<file path="src/rtl/booth_multiplier_seq.sv">
// rtl/booth_multiplier_seq.sv - multi-cycle radix-4 Booth multiplier with early termination
module booth_multiplier_seq #(
    parameter int WIDTH = 64,
    parameter int CNT_W = 6
) (
    input  logic             clk,
    input  logic             reset_n_i,
    input  logic             start_valid_i,
    output logic             start_ready_o,
    input  logic             signed_i,
    input  logic [WIDTH-1:0] multiplicand_i,
    input  logic [WIDTH-1:0] multiplier_i,
    input  logic             abort_i,
    output logic             done_valid_o,
    input  logic             done_ready_i,
    output logic [WIDTH-1:0] product_low_o,
    output logic [WIDTH-1:0] product_high_o,
    output logic [CNT_W-1:0] digits_o
);

    localparam int EW   = WIDTH + 2;
    localparam int AW   = 2 * WIDTH + 4;
    localparam int DMAX = (WIDTH + 2) / 2;

    localparam logic [1:0] S_IDLE = 2'd0;
    localparam logic [1:0] S_BUSY = 2'd1;
    localparam logic [1:0] S_DONE = 2'd2;

    logic [1:0]         state;
    logic [EW-1:0]      a_ext;
    logic [EW-1:0]      b_ext;
    logic [AW-1:0]      acc;
    logic [CNT_W-1:0]   cnt;
    logic [2*WIDTH-1:0] prod_q;
    logic [CNT_W-1:0]   digits_q;

    logic [EW:0]        b_pad;
    logic [2:0]         win;
    logic [EW:0]        pp;
    logic [AW-1:0]      pp_ext;
    logic [AW-1:0]      acc_next;
    logic [CNT_W:0]     d_next;
    logic [CNT_W+1:0]   shamt;
    logic signed [EW-1:0] b_sh;
    logic               last_digit;

    // Recode the current Booth window, form the partial product and decide whether the remaining digits are all zero
    always_comb begin
        b_pad  = {b_ext, 1'b0};
        win    = b_pad[{cnt, 1'b0} +: 3];
        pp     = '0;
        case (win)
            3'b001, 3'b010: pp = {a_ext[EW-1], a_ext};
            3'b011:         pp = {a_ext, 1'b0};
            3'b100:         pp = -{a_ext, 1'b0};
            3'b101, 3'b110: pp = -{a_ext[EW-1], a_ext};
            default:        pp = '0;
        endcase
        pp_ext   = {{(WIDTH + 1){pp[EW]}}, pp};
        acc_next = acc + (pp_ext << {cnt, 1'b0});
        d_next   = {1'b0, cnt} + (CNT_W + 1)'(1);
        // Bits from 2D-1 upward all equal means every later window is 000 or 111
        shamt      = {d_next, 1'b0} - (CNT_W + 2)'(1);
        b_sh       = $signed(b_ext) >>> shamt;
        last_digit = (b_sh == '0) || (&b_sh) || (d_next == (CNT_W + 1)'(DMAX));
    end

    // Control FSM plus operand, accumulator and result registers
    always_ff @(posedge clk or negedge reset_n_i) begin
        if (!reset_n_i) begin
            state    <= S_IDLE;
            a_ext    <= '0;
            b_ext    <= '0;
            acc      <= '0;
            cnt      <= '0;
            prod_q   <= '0;
            digits_q <= '0;
        end else begin
            case (state)
                S_IDLE: begin
                    if (start_valid_i) begin
                        a_ext <= {{2{signed_i & multiplicand_i[WIDTH-1]}}, multiplicand_i};
                        b_ext <= {{2{signed_i & multiplier_i[WIDTH-1]}}, multiplier_i};
                        acc   <= '0;
                        cnt   <= '0;
                        state <= S_BUSY;
                    end
                end
                S_BUSY: begin
                    if (abort_i) begin
                        state <= S_IDLE;
                    end else begin
                        acc <= acc_next;
                        if (last_digit) begin
                            prod_q   <= acc_next[2*WIDTH-1:0];
                            digits_q <= d_next[CNT_W-1:0];
                            state    <= S_DONE;
                        end else begin
                            cnt <= cnt + CNT_W'(1);
                        end
                    end
                end
                S_DONE: begin
                    if (abort_i || done_ready_i) begin
                        state <= S_IDLE;
                    end
                end
                default: state <= S_IDLE;
            endcase
        end
    end

    assign start_ready_o  = (state == S_IDLE);
    assign done_valid_o   = (state == S_DONE);
    assign product_low_o  = prod_q[WIDTH-1:0];
    assign product_high_o = prod_q[2*WIDTH-1:WIDTH];
    assign digits_o       = digits_q;

endmodule

</file>
<file path="config.mk">
export PLATFORM = sky130hd
export DESIGN_NAME = booth_multiplier_seq
export DESIGN_NICKNAME = d
export VERILOG_FILES = /design/src/rtl/booth_multiplier_seq.sv
export SDC_FILE = /design/constraint.sdc
export NUM_CORES = 2
export LEC_CHECK = 0
export ABC_AREA = 0
export CAP_MARGIN = 20
export CORE_MARGIN = 2
export CORE_UTILIZATION = 46
export DETAILED_ROUTE_END_ITERATION = 6
export DONT_BUFFER_PORTS = 1
export GPL_TIMING_DRIVEN = 0
export SLEW_MARGIN = 20
export SYNTH_ARGS = -nofsm -noshare
export SYNTH_HDL_FRONTEND = slang
export SYNTH_SLANG_ARGS = --single-unit
</file>
<file path="constraint.sdc">
create_clock -name clk -period 10.3 [get_ports clk]
set_input_delay 2.06 -clock clk [delete_from_list [all_inputs] [get_ports clk]]
set_output_delay 2.06 -clock clk [all_outputs]
set_load 0.03 [all_outputs]
</file>
==> results.cfg <==
[run_status]
run_status = complete, but fails checks
violations = DRC, slew limit

[drt]
dr.pass1.iters = 7
ant_nets = 0
vias = 37825
viasPerCell = 6.77
dr.first_iter.drc_count = 5278
wire_per_inst_um = 30.0
drc = 7
drt_wl_total_um = 168000

[logic_synthesis]
netlist_instances = 4428
synth-warning-count = 0
synth.most_common_cell = nand2_1
synthDistinctLibCells = 98
synthTopCellsByArea = dfrtp_1 (27%), nand2_1 (6.8%), mux2i_1 (5.5%)
synth.largest_area_cell = dfrtp_1
ys_ff_latch = 400
synth_seq_area_share_pct = 26.9
synth_ff_type = dfrtp_1
synth_fp_nets = 4693
ys_top_cells_by_count = nand2_1 (676), dfrtp_1 (400), a21oi_1 (298), nor2_1 (267), o21ai_0 (264)
async_flop_share_pct = 100
synth_area_um2 = 37200
synth_top_area_share_pct = 26.9
synth_edf_count = 0
synth_area_per_cell_um2 = 8.41

[grt]
antenna_found_initial = 8
grt_pass1_wl_um = 243000
grt-ovfl-total = 0
grt_start_max_net_pins = 401
grt_usage_pct = 39.2
grt_pass1_vias = 35106

[setup_path]
cp_common_cell = buf_2
cp_slowest_stage_delay_ns = 0.53
slowest_stage = o31ai_1
start_kind = flop
end_kind = flop
crit_arrival_ns = 10.75
crit_type = reg -> reg
cp.required_ns = 10.78
r2r_slack_ns = 0.03
cp_max_fo = 10

[sta]
drv_slew = 278
worst_pin_slew_ns = 2.89
fin_crit_sh_pct = 99.7
relSlewSlack_pct = -92.9
clock_skew_ns = 0.0215
setup_viol = 0
finalHoldViolCount = 0
min_period_ns = 10.27
clock.fmax_mhz = 97.4
grt_setup_unrepaired = yes

[clock_network]
cts-root-buf = clkbuf_16
cts_tree = yes
cts_num_sinks = 400
numCtsBuffers = 47
clk_latency_ns = 0.61
cts_htree_levels = 2
cts_hold_buffers = 0
clk_path_buf_depth = 3
clk_pin_slew_ns = 0.06

[cells_and_area]
utilization_pct = 50.8
nFillCells = 7795
drive_gt1_share_pct = 13.4
multi_input_area_um2 = 25800
seq_area_um2 = 10000
syn_to_final_growth_pct = 9.60
fin_nets = 4755

[placed_design]
io_buffers = 0
gp_congestion = 1.07
dpl.hpwl_um = 131000

[die]
die_w_um = 289
rows = 104
ios = 270
start_util_pct = 46.4
die_h_um = 289
die_area_um2 = 83300
core_area_um2 = 80300

[flow_run]
cap_violations = 0

[worst_hold_path]
holdCritPathClass = reg -> reg
## cell usage in the layout, fill, tap and decap left out, types with 44 or more instances in the layout
cell | synthesis | routed
clkbuf_16 | 0 | 48
a22o_1 | 136 | 136
a21o_1 | 105 | 105
mux2_2 | 113 | 113
ha_1 | 130 | 130
a211oi_1 | 57 | 44
nor2_1 | 267 | 266
clkbuf_1 | 254 | 242
xor2_1 | 81 | 81
nand3_1 | 61 | 60
nor3_1 | 98 | 98
inv_1 | 86 | 86
mux2i_1 | 205 | 180
o21bai_1 | 47 | 47
mux4_2 | 86 | 86
mux2_4 | 66 | 66
a21oi_1 | 298 | 285
dfrtp_1 | 400 | 400
o21ai_0 | 264 | 255
buf_2 | 58 | 58
nand4_1 | 97 | 97
xnor2_1 | 116 | 114
nand2_1 | 676 | 675
## final cells by class
class / count / area share [%]
Inverter: 86 / 0.791
Clock buffer: 58 / 3.13
Multi-Input combinational cell: 3564 / 63.1
Antenna cell: 2 / 0.0123
Tap cell: 1060 / 3.25
Sequential cell: 400 / 24.5
Timing Repair Buffer: 16 / 0.343
Buffer: 375 / 4.22
Clock inverter: 25 / 0.628
## critical path: cells and delay by family (launching register included)
family	cells	cell delay, ns
AO/OA/AOI/OAI	14	4.25
buffers and inverters	8	2.06
AND/OR/NAND/NOR	7	1.50
multiplexers	4	1.36
flip-flops	1	0.38
adder cells (fa/ha/maj)	1	0.32
XOR/XNOR	1	0.26
## flip-flops by register name, summed over array words and instances, names as in the netlist
name,count
a_ext,65
acc,128
b_ext,65
prod_q,128
cnt,6
digits_o,6
state,2
## path summary, 6_finish.rpt
check                      cells after the start                 endpoint            startpoint
setup / recovery                              35  prod_q[127]$_DFFE_PN0P_    cnt[0]$_DFFE_PN0P_
hold / removal                                 1     acc[127]$_DFFE_PN0P_  acc[127]$_DFFE_PN0P_
setup reg to reg                              35  prod_q[127]$_DFFE_PN0P_    cnt[0]$_DFFE_PN0P_
hold reg to reg                                1     acc[127]$_DFFE_PN0P_  acc[127]$_DFFE_PN0P_
max in group asynchronous                      0      acc[43]$_DFFE_PN0P_             reset_n_i
min in group asynchronous                      0    b_ext[38]$_DFFE_PN0P_             reset_n_i
## cell families (layout without fill, tap and decap cells)
group                    Yosys count  after routing  synth area share [%]
AND/OR/NAND/NOR                 1480           1480                  18.5
other                              0              2                     0
AO/OA/AOI/OAI                   1284           1284                  23.3
buffers and inverters            464            560                  5.44
XOR/XNOR                         198            198                  4.68
flip-flops                       400            400                  26.9
adder cells (fa/ha/maj)          131            131                  4.42
multiplexers                     471            471                  16.8
## stage by stage
step           cells  cell area [µm²]  setup WS, ns  TNS (ns)  hold slack [ns]
6_report        5586            40800        0.0322         0            0.497
5_1_grt         5584            40800       -0.0225   -0.0225            0.518
4_1_cts         5575            40500       0.00451         0            0.504
3_5_place_dp    5489            38600         -2.89   -107.22            0.490
3_3_place_gp    5488            38600         -3.11   -121.85            0.484
2_1_floorplan   4428            37200          2.64         0            0.441
## layer usage
metal / up-vias / global-route usage (%) / share of wire, %
met1: 18519 / 56.1 / 43
li1: 16494 / - / -
met4: 6 / 14.7 / 4.5
met5: - / 0 / 0.024
met2: 2356 / 57.5 / 42
met3: 450 / 8.84 / 11
## repair_timing
item,in CTS,in global routing
pin swaps,4,6
cloned,0,0
buffers inserted,5,10
resized for setup,75,67
endpoints found under the setup margin,113,24
Power is not shown: default switching activity piles up to over one toggle a cycle in this logic, so the estimate is an artifact.
